--- src/rtl/inverting_encoder.sv ---
// Receive-side checker for the 16-line active-low layer select bus: synchronizes y_n,
// waits for a stable run of samples, then reports the single asserted line or a none/multi condition.
module inverting_encoder #(
  parameter int SYNC_STAGES   = 2,
  parameter int STABLE_CYCLES = 4
) (
  input  logic        clk,
  input  logic        reset,
  input  logic [15:0] y_n,
  input  logic        enable,
  output logic [3:0]  addr,
  output logic        valid,
  output logic        none,
  output logic        multi_err,
  output logic        changed
);

  typedef enum logic [1:0] {
    SETTLING = 2'd0,
    LOCKED   = 2'd1,
    IDLE     = 2'd2,
    FAULT    = 2'd3
  } state_t;

  localparam logic [3:0] STABLE = 4'(STABLE_CYCLES);

  state_t      state;
  logic [15:0] sync_q [SYNC_STAGES];
  logic [15:0] s;
  logic [15:0] p;
  logic [3:0]  r;
  logic [3:0]  r_next;
  logic [4:0]  zero_cnt;
  logic [3:0]  one_idx;
  logic        s_changed;
  logic        stable_hit;
  logic        was_locked;

  // Inactive value is all ones, so reset loads 16'hFFFF into every stage.
  always_ff @(posedge clk or posedge reset) begin
    if (reset) begin
      for (int i = 0; i < SYNC_STAGES; i++) sync_q[i] <= 16'hFFFF;
    end else begin
      sync_q[0] <= y_n;
      for (int i = 1; i < SYNC_STAGES; i++) sync_q[i] <= sync_q[i-1];
    end
  end

  assign s         = sync_q[SYNC_STAGES-1];
  assign s_changed = (s != p);

  // r_next is the run length including the current sample, so a decision can be
  // taken on the very edge the run reaches STABLE.
  always_comb begin
    r_next = r;
    if (s_changed)        r_next = 4'd1;
    else if (r != STABLE) r_next = r + 4'd1;
  end

  assign stable_hit = enable && (r_next == STABLE);

  always_comb begin
    zero_cnt = '0;
    one_idx  = '0;
    for (int i = 0; i < 16; i++) begin
      if (!s[i]) begin
        zero_cnt = zero_cnt + 5'd1;
        one_idx  = 4'(i);
      end
    end
  end

  // addr doubles as the last locked address used to suppress repeat changed pulses.
  always_ff @(posedge clk or posedge reset) begin
    if (reset) begin
      state      <= SETTLING;
      p          <= 16'hFFFF;
      r          <= '0;
      addr       <= '0;
      changed    <= 1'b0;
      was_locked <= 1'b0;
    end else begin
      p       <= s;
      changed <= 1'b0;
      if (!enable) begin
        r          <= '0;
        state      <= SETTLING;
        was_locked <= 1'b0;
      end else begin
        r <= r_next;
        case (state)
          SETTLING: begin
            if (stable_hit) begin
              if (zero_cnt == 5'd0) begin
                state      <= IDLE;
                was_locked <= 1'b0;
              end else if (zero_cnt == 5'd1) begin
                state      <= LOCKED;
                addr       <= one_idx;
                changed    <= !was_locked || (addr != one_idx);
                was_locked <= 1'b1;
              end else begin
                state      <= FAULT;
                was_locked <= 1'b0;
              end
            end
          end
          LOCKED, IDLE, FAULT: begin
            if (s_changed) state <= SETTLING;
          end
          default: state <= SETTLING;
        endcase
      end
    end
  end

  assign valid     = (state == LOCKED);
  assign none      = (state == IDLE);
  assign multi_err = (state == FAULT);

endmodule

--- config.mk ---
export PLATFORM = sky130hd
export DESIGN_NAME = inverting_encoder
export DESIGN_NICKNAME = d
export VERILOG_FILES = /design/src/rtl/inverting_encoder.sv
export SDC_FILE = /design/constraint.sdc
export NUM_CORES = 1
export LEC_CHECK = 0
export CAP_MARGIN = 20
export CORE_MARGIN = 2
export CORE_UTILIZATION = 40
export CTS_CLUSTER_SIZE = 24
export DETAILED_ROUTE_END_ITERATION = 8
export GPL_ROUTABILITY_DRIVEN = 1
export PLACE_DENSITY = 0.64
export SYNTH_ARGS = -nofsm -noshare
export SYNTH_HDL_FRONTEND = slang
export SYNTH_SLANG_ARGS = --single-unit
export TNS_END_PERCENT = 1
--- constraint.sdc ---
create_clock -name clk -period 11 [get_ports clk]
set_clock_uncertainty 0.2 [all_clocks]
set_input_delay 1.1 -clock clk [delete_from_list [all_inputs] [get_ports clk]]
set_output_delay 1.1 -clock clk [all_outputs]
set_load 0.1 [all_outputs]
== Yosys cells after proc, flatten, opt, wreduce, memory -nomap -nowiden ==
Cells that the tools add are included.
Word-level totals
  register bits: 60
  bits in latches: 0
  RAM bits: 0
  bits in read-only memories: 0
  output and inout bits: 8
  logic and storage cells: 96
  memories kept: 0
Operators by class
  add/subtract/negate cells: 16
  multiply operators: 0
  div/mod/pow operators: 0
  $lt $le $gt $ge: 0
  equality and inequality tests: 12
  shift-type cells: 0
  muxes and demuxes: 50
  bitwise operators: 1
  reductions and logical operators: 9
Operators with widths (number)
  5-bit by 1-bit adder with 5-bit output, second input constant: 15
  5-bit 2-to-1 mux: 15
  4-bit 2-to-1 mux: 17
  16-bit inequality test: 1
  1-bit 2-to-1 mux: 12
  2-bit 2-to-1 mux: 5
  3-bit inequality test, second input constant: 2
  5-bit by 1-bit == test with 1-bit output, second input constant: 1
  5-bit zero test: 1
  5-bit AND reduction: 1
  4-bit by 1-bit adder with 4-bit output, second input constant: 1
  2-bit == test, second input constant: 2
  4-bit by 3-bit == test with 1-bit output, second input constant: 1
  2-bit by 1-bit inequality test with 1-bit output, second input constant: 2
  4-bit by 3-bit inequality test with 1-bit output, second input constant: 1
  4-bit inequality test: 1
  2-bit case mux with 2 select lines: 1
  2-bit AND reduction: 2
  3-bit OR reduction: 1
  2-bit by 1-bit == test with 1-bit output, second input constant: 1
  2-bit zero test: 1
  1-bit logical AND: 1
  1-bit zero test: 1
  1-bit logical OR: 1
  1-bit inverter: 1

== Logic depth before layout (Yosys ltp) ==
Gate-level depths: netlist of the first run.
  depth in word-level cells: 37
  gate-level depth with buffers: 49

== Worst setup path after synthesis of the first run ==
OpenSTA, ideal clock, no wires.
  kind: register to register
  start: register sync_q, in the netlist s[0]
  end: register addr[0]
  arrival: 9793 ps
  required time: 10674 ps
  path slack: 881 ps
  stages on the path, launching flop included: 47
  path through: dfstp_2 -> inv_1 -> ha_1 -> xnor2_2 -> ha_1 -> nor2b_1 -> a21o_1 -> ha_1 -> nor2b_1 -> a21o_1 -> ha_1 -> a32o_1 -> a221oi_1 -> inv_1 -> ha_1 -> nor2_1 -> a21oi_1 -> ha_1 -> (+11 left out) -> nor2_1 -> nor2_1 -> ha_1 -> a21oi_1 -> o21ai_0 -> ha_1 -> mux2_2 -> ha_1 -> mux2_2 -> ha_1 -> nor2b_1 -> a21oi_1 -> inv_1 -> ha_1 -> or4_1 -> a22o_1 -> nor3_4 -> mux2_4
On the way
  cells in the longest elaborated chain, start to end: 34
RTL lines
  start: declaration: line 28  | logic [15:0] sync_q [SYNC_STAGES];
  1-bit 2-to-1 mux: line 66  | if (!s[i]) begin
  5-bit by 1-bit adder with 5-bit output: line 67  | zero_cnt = zero_cnt + 5'd1;
  5-bit 2-to-1 mux: line 66
  5-bit by 1-bit adder with 5-bit output: line 67
  5-bit 2-to-1 mux: line 66
  5-bit by 1-bit adder with 5-bit output: line 67
  5-bit 2-to-1 mux: line 66
  5-bit by 1-bit adder with 5-bit output: line 67
  (+18 left out)
  5-bit 2-to-1 mux: line 66
  5-bit by 1-bit adder with 5-bit output: line 67
  5-bit 2-to-1 mux: line 66
  5-bit by 1-bit adder with 5-bit output: line 67
  5-bit 2-to-1 mux: line 66
  5-bit zero test: line 94  | if (zero_cnt == 5'd0) begin
  1-bit inverter (no line)
  5-bit AND reduction (no line) *
  end signal: assignment: line 99  | addr <= one_idx;
  end: declaration: line 11  | output logic [3:0] addr,
Every way passes the cells marked *; elsewhere a longest branch is shown, timed or not.
A chain may end at the register's enable or synchronous reset.

== Worst setup path after layout of the first run ==
Same ends and word-level chain as after synthesis.

==> results of run 1 <==
[Yosys cell counts (4+ instances only)]
library cell	instances
nor4_1	4
nand2b_1	12
nand4_1	6
dfrtp_1	12
nand2_1	20
xor2_1	8
dfstp_2	48
mux2i_1	7
ha_1	17
nor3b_1	4
xnor2_1	41
xnor3_2	5
clkbuf_1	6
o21ai_0	15
nor2_1	18
nand3_1	5
buf_2	5
and2_1	6
a31oi_1	6
a21oi_1	21
inv_1	26
xnor2_2	6
nor2b_1	16
nor3_1	10
[worst max-delay path: cells and delay by family, from the launching register on]
family / cells / cell delay, ps
adder cells (fa/ha/maj): 14 / 3890
multiplexers: 3 / 910
flip-flops: 1 / 570
AND/OR/NAND/NOR: 14 / 2400
AO/OA/AOI/OAI: 14 / 2070
buffers and inverters: 4 / 310
[sequential cells by signal (all words and copies together), names as in the netlist]
register and cells:
addr 4, changed 1, s 16, state 2, r 4, was_locked 1
sync_q 16, p 16
[final cells by class]
class,count,area share
Multi-Input combinational cell,279,0.495
Sequential cell,60,0.331
Timing Repair Buffer,39,0.0766
Tap cell,133,0.0353
Clock buffer,10,0.0270
Inverter,27,0.0215
Clock inverter,6,0.0133
[routing by layer]
metal	global-route usage	up-vias	part of all wire
li1	-	1389	-
met1	0.187	1350	0.47
met2	0.224	45	0.47
met3	0.0264	18	0.025
met4	0.0695	0	0.028
met5	0	-	0
[final timing paths]
kind	endpoint	slack, ps	cells past startpoint
worst min register to register	s[7]	160	0
worst max register to register	addr[0]	490	49
worst max-delay path	addr[0]	490	49
min in group asynchronous	addr[2]	1080	3
worst min-delay path	s[7]	160	0
max in group asynchronous	was_locked	9070	3
[repair_timing]
action	CTS	global route
gates resized for setup	2	25
hold buffers	0	0
pin swaps	1	9
setup buffers	1	11
setup endpoints to repair	4	8
[where the power goes]
group / switching (W) / internal [W]
logic: 0.000373 / 0.000333
registers: 0.0000124 / 0.000237
clock network: 0.0000835 / 0.000105
total: 0.000469 / 0.000675
[cells by family after synthesis]
group / Yosys count
buffers and inverters: 41
DFF: 60
xor gates and xnor gates: 66
muxes: 12
and+or+nand+nor: 115
AOI/OAI and AO/OA: 69
adders and majority gates: 17
[through the flow]
| stage | power (W) | hold WS [ps] |
|---|---|---|
| final | 0.00114 | 156 |
| after global routing | 0.00124 | 159 |
| after CTS | 0.00106 | 156 |
| after detailed placement | 0.000864 | 147 |
| after global placement | 0.000837 | 145 |
| after floorplan | 0.000759 | 145 |
[cells in the final DEF (no fill, tap or decap), drive strengths merged, types with 3 or more instances in the layout]
master and instances:
a21o 3, a21oi 23, a31oi 6, and2 6, buf 13, clkbuf 10
clkdlybuf4s50 26, dfrtp 12, dfstp 48, ha 17, inv 29, mux2 5
mux2i 7, nand2 21, nand2b 12, nand3 5, nand4 6, nor2 18
nor2b 17, nor3 11, nor3b 4, nor4 4, o21ai 15, o32ai 3
xnor2 47, xnor3 7, xor2 11
==> summary.md, run 1 <==
| Metric | Value |
|---|---|
| Outcome | completed |
| Via count | 2802 |
| Effective utilization at floorplan | 0.410 |
| Number of antenna violations at the first check in global routing | 0 |
| Maximum number of pins on one net before global-route repair | 61 |
| Antenna cells | 0 |
| Starting DRT DRC Count | 82 |
| Share of async-settable or async-resettable flops after synthesis | 1.00 |
| Cts bufs inserted | 9 |
| Number of top-level pins | 27 |
| Max Cap Viol | 0 |
| CTS Buffer Depth | 2 |
| First-pass GRT wire length | 12500 um |
| Synthesis-to-finish area growth | 18.9% |
| Area of the placeable core | 9680 um^2 |
| Post-synthesis register bit count | 60 |
| Launch point of the critical path | s[0] |
| Reg-to-Reg Start | s[0] |
| Number of iterations in the first detailed-routing pass | 4 |
| Hold Startpoint | sync_q[23] |
| Required @ worst endpoint | 11010 ps |
| Simple-gate portion of the synthesized area | 0.160 |
| Average instance area after synthesis | 10.4 um^2 |
| Latest clock arrival within the worst-skew pair | 330 ps |
| Arrival @ worst endpoint | around 11000 ps |
| Footprint of the flip-flops and latches | 1560 um^2 |
| Crit path capture type | flip-flop |
| Vias in the first global route | between 2000 and 3000 |
| Number of design rule violations left after detail routing | 0 |
| Area after detailed placement | 4330 um^2 |
| Number of nets in the layout | 452 |
| Die extent in y | 104 um |
| Post-detailed-route wirelength per cell | 13.4 um |
| CTS tree | done |
| Maximum level of the CTS H-tree | 3 |
| Adder-cell area share of the yosys netlist | 0.0536 |
| Remaining global-route overflow | 0 |
| CP max stage delay | around 570 ps |
| Area used by multi-input combinational logic | 2340 um^2 |
| Sequential-to-total area share from yosys stat | 0.393 |
| Max-slew violations | 0 |
| Remaining antenna violation count after routing | 0 |
| Placed Cells incl. Taps | 526 |
| Count of placed standard cells in the final layout, fillers left out | 554 |
| Multiplexer share of the synthesized area | 0.0347 |
| Post-Synthesis Net Count | 416 |
| Critical path start-end classification | reg2reg |
| Final weighted congestion of routability-driven global placement | 0.774 |
| Leakage power | 1.92 nW |
| Synth Cell Area | between 3000 and 4000 um^2 |
| Post-route minimum period | 10510 ps |
| # setup viols final | 0 |
| Die boundary width | 104 um |
| Overall routed net length | 7430 um |
| Area fraction in compound gates after synthesis | 0.122 |
| Vias per cell | 5.06 |
| Power Density | roughly 240 nW/um^2 |
| Share of Yosys cell area claimed by the top area cell type | 0.318 |
| Critical path fanouts, max | 6 |
| Detailed placer's ending HPWL | 5430 um |
| Worst rel slew slack | 0.334 |
| Root Buffer Master | clkbuf_8 |
| Cell with the biggest individual delay on the critical path | dfstp_2 |
| Portion of the clock cycle consumed by the worst path in the final layout | 0.955 |
| Clock input transition at the sequential cells of the worst setup and hold paths | 70 ps |
| Total negative slack for setup checks | 0 ps |
| Cell mode on critical path | ha_1 |
| Actual transition at the worst max-transition pin | 996 ps |
| Top post-synthesis cells by area | dfstp_2, xnor2_1, dfrtp_1, ha_1, xnor3_2 |
| Number of port buffers | 26 |
| Count of filler cells inserted in the layout | 865 |
| Largest family of logic cells by synthesized area | XOR/XNOR gates |
| Class of the worst hold path | reg2reg |
| Smallest setup slack after layout | 492 ps |
| Count of endpoints failing hold in the final timing report | 0 |
| Cell type contributing the most total cell area after synthesis | dfstp_2 |
| Number of enable flip-flop cells after synthesis | 0 |
| Proportion of layout cells with a drive suffix above 1 | 0.299 |
| Worst VDD drop | 0.000154 V |
| Util after Layout | 0.487 |
| GR Util All Layers | 0.142 |
| Crit path launch type | flip-flop |
| Highest clock rate | 0.0952 GHz |
| Gate count after technology mapping | 380 |
| CTS sink count | 60 |
| Final std cell area, no fill | around 4700 um^2 |
| Cell row count | 36 |
| Worst slack, placed | -194 ps |
| Primary flip-flop cell chosen by synthesis mapping | dfstp_2 |
| Number of warning messages in the yosys log | 0 |
| Xor and xnor area share after synthesis | 0.193 |
| Die area | roughly 11000 um^2 |
| Number of library cell types mapped by synthesis | 65 |
(Power assumes the default switching activity.)
==> run 2, diff against run 1 <==
DONT_BUFFER_PORTS = 1   (was default)
PLACE_DENSITY = 0.6   (was 0.64)
==> summary.md, run 2 (synthesis results as in run 1) <==
| Metric | Value |
|---|---|
| Outcome | completed |
| Arrival @ worst endpoint | 10440 ps (-80 ps) |
| Util after Layout | 0.448 (-0.0390) |
| Number of port buffers | 0 (-100%) |
| Max Cap Viol | 0 (unchanged) |
| Remaining antenna violation count after routing | 0 (unchanged) |
| Synthesis-to-finish area growth | 9.36% |
| Commonest non-fill, non-tap cell in the layout | dfstp_2 |
| Final weighted congestion of routability-driven global placement | 0.784 (+1.3%) |
| Leakage power | 1.76 nW (-7.9%) |
| Max-slew violations | 0 (unchanged) |
| Number of antenna violations at the first check in global routing | 0 (unchanged) |
| First-pass GRT wire length | 11800 um (-5.1%) |
| Total negative slack for setup checks | 0 ps (unchanged) |
| Power Total | 0.00106 W (-7.0%) |
| Die boundary width | 104 um (unchanged) |
| Remaining global-route overflow | 0 (unchanged) |
| Number of nets in the layout | 419 (-7.3%) |
| Power Density | 245 nW/um^2 (+1.1%) |
| Die area | 10700 um^2 (unchanged) |
| Crit path capture type | flip-flop |
| Cell with the biggest individual delay on the critical path | dfstp_2 |
| Antenna cells | 0 (unchanged) |
| Cts bufs inserted | 9 (unchanged) |
| Area of the placeable core | 9680 um^2 (unchanged) |
| Portion of the clock cycle consumed by the worst path in the final layout | 0.948 (-0.00752) |
| Crit path launch type | flip-flop |
| Worst rel slew slack | 0.291 (-0.0427) |
| Area after detailed placement | 4110 um^2 (-5.2%) |
| Count of endpoints failing hold in the final timing report | 0 (unchanged) |
| Number of buffer and inverter instances along the worst setup path | 4 (unchanged) |
| Placed Cells incl. Taps | 504 (-4.2%) |
| Cell family contributing the most delay on the critical path | adder cells |
| Critical path start-end classification | reg2reg |
| Cell mode on critical path | ha_1 |
| Post-route minimum period | 10430 ps (-82.7 ps) |
| Die extent in y | 104 um (unchanged) |
| Final std cell area, no fill | 4340 um^2 (-8.0%) |
| Detailed placer's ending HPWL | 5220 um (-3.9%) |
| Effective utilization at floorplan | 0.410 (unchanged) |
| CP max stage delay | 570 ps (about the same) |
| Maximum level of the CTS H-tree | 3 (unchanged) |
| Required @ worst endpoint | 11010 ps (about the same) |
| Reg-to-Reg Start | s[0] |
| # setup viols final | 0 (unchanged) |
| Actual transition at the worst max-transition pin | 1060 ps (+62.4 ps) |
| Overall routed net length | 6870 um (-7.6%) |
| Hold Startpoint | sync_q[23] |
| Proportion of layout cells with a drive suffix above 1 | 0.269 (-0.0306) |
| Latest clock arrival within the worst-skew pair | 340 ps (about the same) |
| Worst VDD drop | 0.000134 V (-13%) |
| Cell row count | 36 (unchanged) |
| RSZ-0062 raised after global routing | false |
| Critical path fanouts, max | 4 (-2) |
| Number of design rule violations left after detail routing | 0 (unchanged) |
| CTS Buffer Depth | 2 (unchanged) |
| CTS tree | done |
| Leading cell types in the layout, fill and taps excluded | dfstp_2, xnor2_1, inv_1, nand2_1, a21oi_1 |
| Starting DRT DRC Count | 145 (+77%) |
| Number of iterations in the first detailed-routing pass | 4 (unchanged) |
| Via count | 2579 (-8.0%) |
| GR Util All Layers | 0.136 (-0.00569) |
| Vias in the first global route | 2505 (-5.3%) |
| Number of top-level pins | 27 (unchanged) |
| Class of the worst hold path | reg2reg |
| Root Buffer Master | clkbuf_8 |
| Count of placed standard cells in the final layout, fillers left out | 520 (-6.1%) |
| Launch point of the critical path | s[0] |
| Clock input transition at the sequential cells of the worst setup and hold paths | 60 ps (about the same) |
| Highest clock rate | 0.0959 GHz (+0.79%) |
| Vias per cell | 4.96 (-1.9%) |
| Post-detailed-route wirelength per cell | 13.2 um (-1.5%) |
| Maximum number of pins on one net before global-route repair | 61 (unchanged) |
| Hold buffer count at CTS | 0 (unchanged) |
| CTS sink count | 60 (unchanged) |
## run 2: cell types whose count changed in the layout (fill, tap and decap cells not counted), sizes merged
cell / before / now
clkdlybuf4s50: 26 / 0
buf: 13 / 6
inv: 29 / 27
clkinvlp: 1 / 0
clkbuf: 10 / 12
## run 2: final timing paths
kind,end,slack [ps],cells after the start
setup / recovery,addr[2],570,49
hold / removal,s[7],150,0
setup reg to reg,addr[2],570,49
hold reg to reg,s[7],150,0
max in group asynchronous,r[2],9510,2
min in group asynchronous,was_locked,640,2
## run 2: routing by layer
metal | wire [um] | vias up | global-route usage
met5 | 0 | - | 0
met4 | 128 | 0 | 0.0550
met3 | 176 | 9 | 0.0271
met2 | 3080 | 34 | 0.211
met1 | 3480 | 1222 | 0.187
li1 | - | 1314 | -
## run 2: stage by stage
stage          hold slack [ps]  worst slack (ps)
2_1_floorplan              145               881
6_report                   152               574
3_5_place_dp               147               395
4_1_cts                    152               348
5_1_grt                    158              31.9
3_3_place_gp               145               531
## run 2: what timing repair did
action,in CTS,in global routing
resized for setup,0,4
setup endpoints to repair,0,4
buffers inserted,0,1
## run 2: layout make-up
cell class | instances | area [um^2]
flip-flops and latches | 60 | 1560
clock buffers | 12 | 166
repair buffers | 6 | 45.0
fillers | 899 | 5340
inverters | 27 | 101
clock inverters | 3 | 43.8
multi-input cells | 279 | 2260
well taps | 133 | 166
## run 2: worst register-to-register path, delay by kind of cell, from the launching register on
kind / cells / cell delay, ps
adders and majority gates: 14 / 3810
muxes: 3 / 930
AOI/OAI and AO/OA: 14 / 2220
DFF: 1 / 570
and+or+nand+nor: 14 / 2300
buffers and inverters: 4 / 280
## run 2: report_power, final
group / internal [W] / leakage (nW) / switching [W] / total (W)
registers: 0.000238 / 0.660 / 0.0000120 / 0.000250
logic: 0.000279 / 0.996 / 0.000330 / 0.000609
clock network: 0.000123 / 0.108 / 0.0000816 / 0.000205
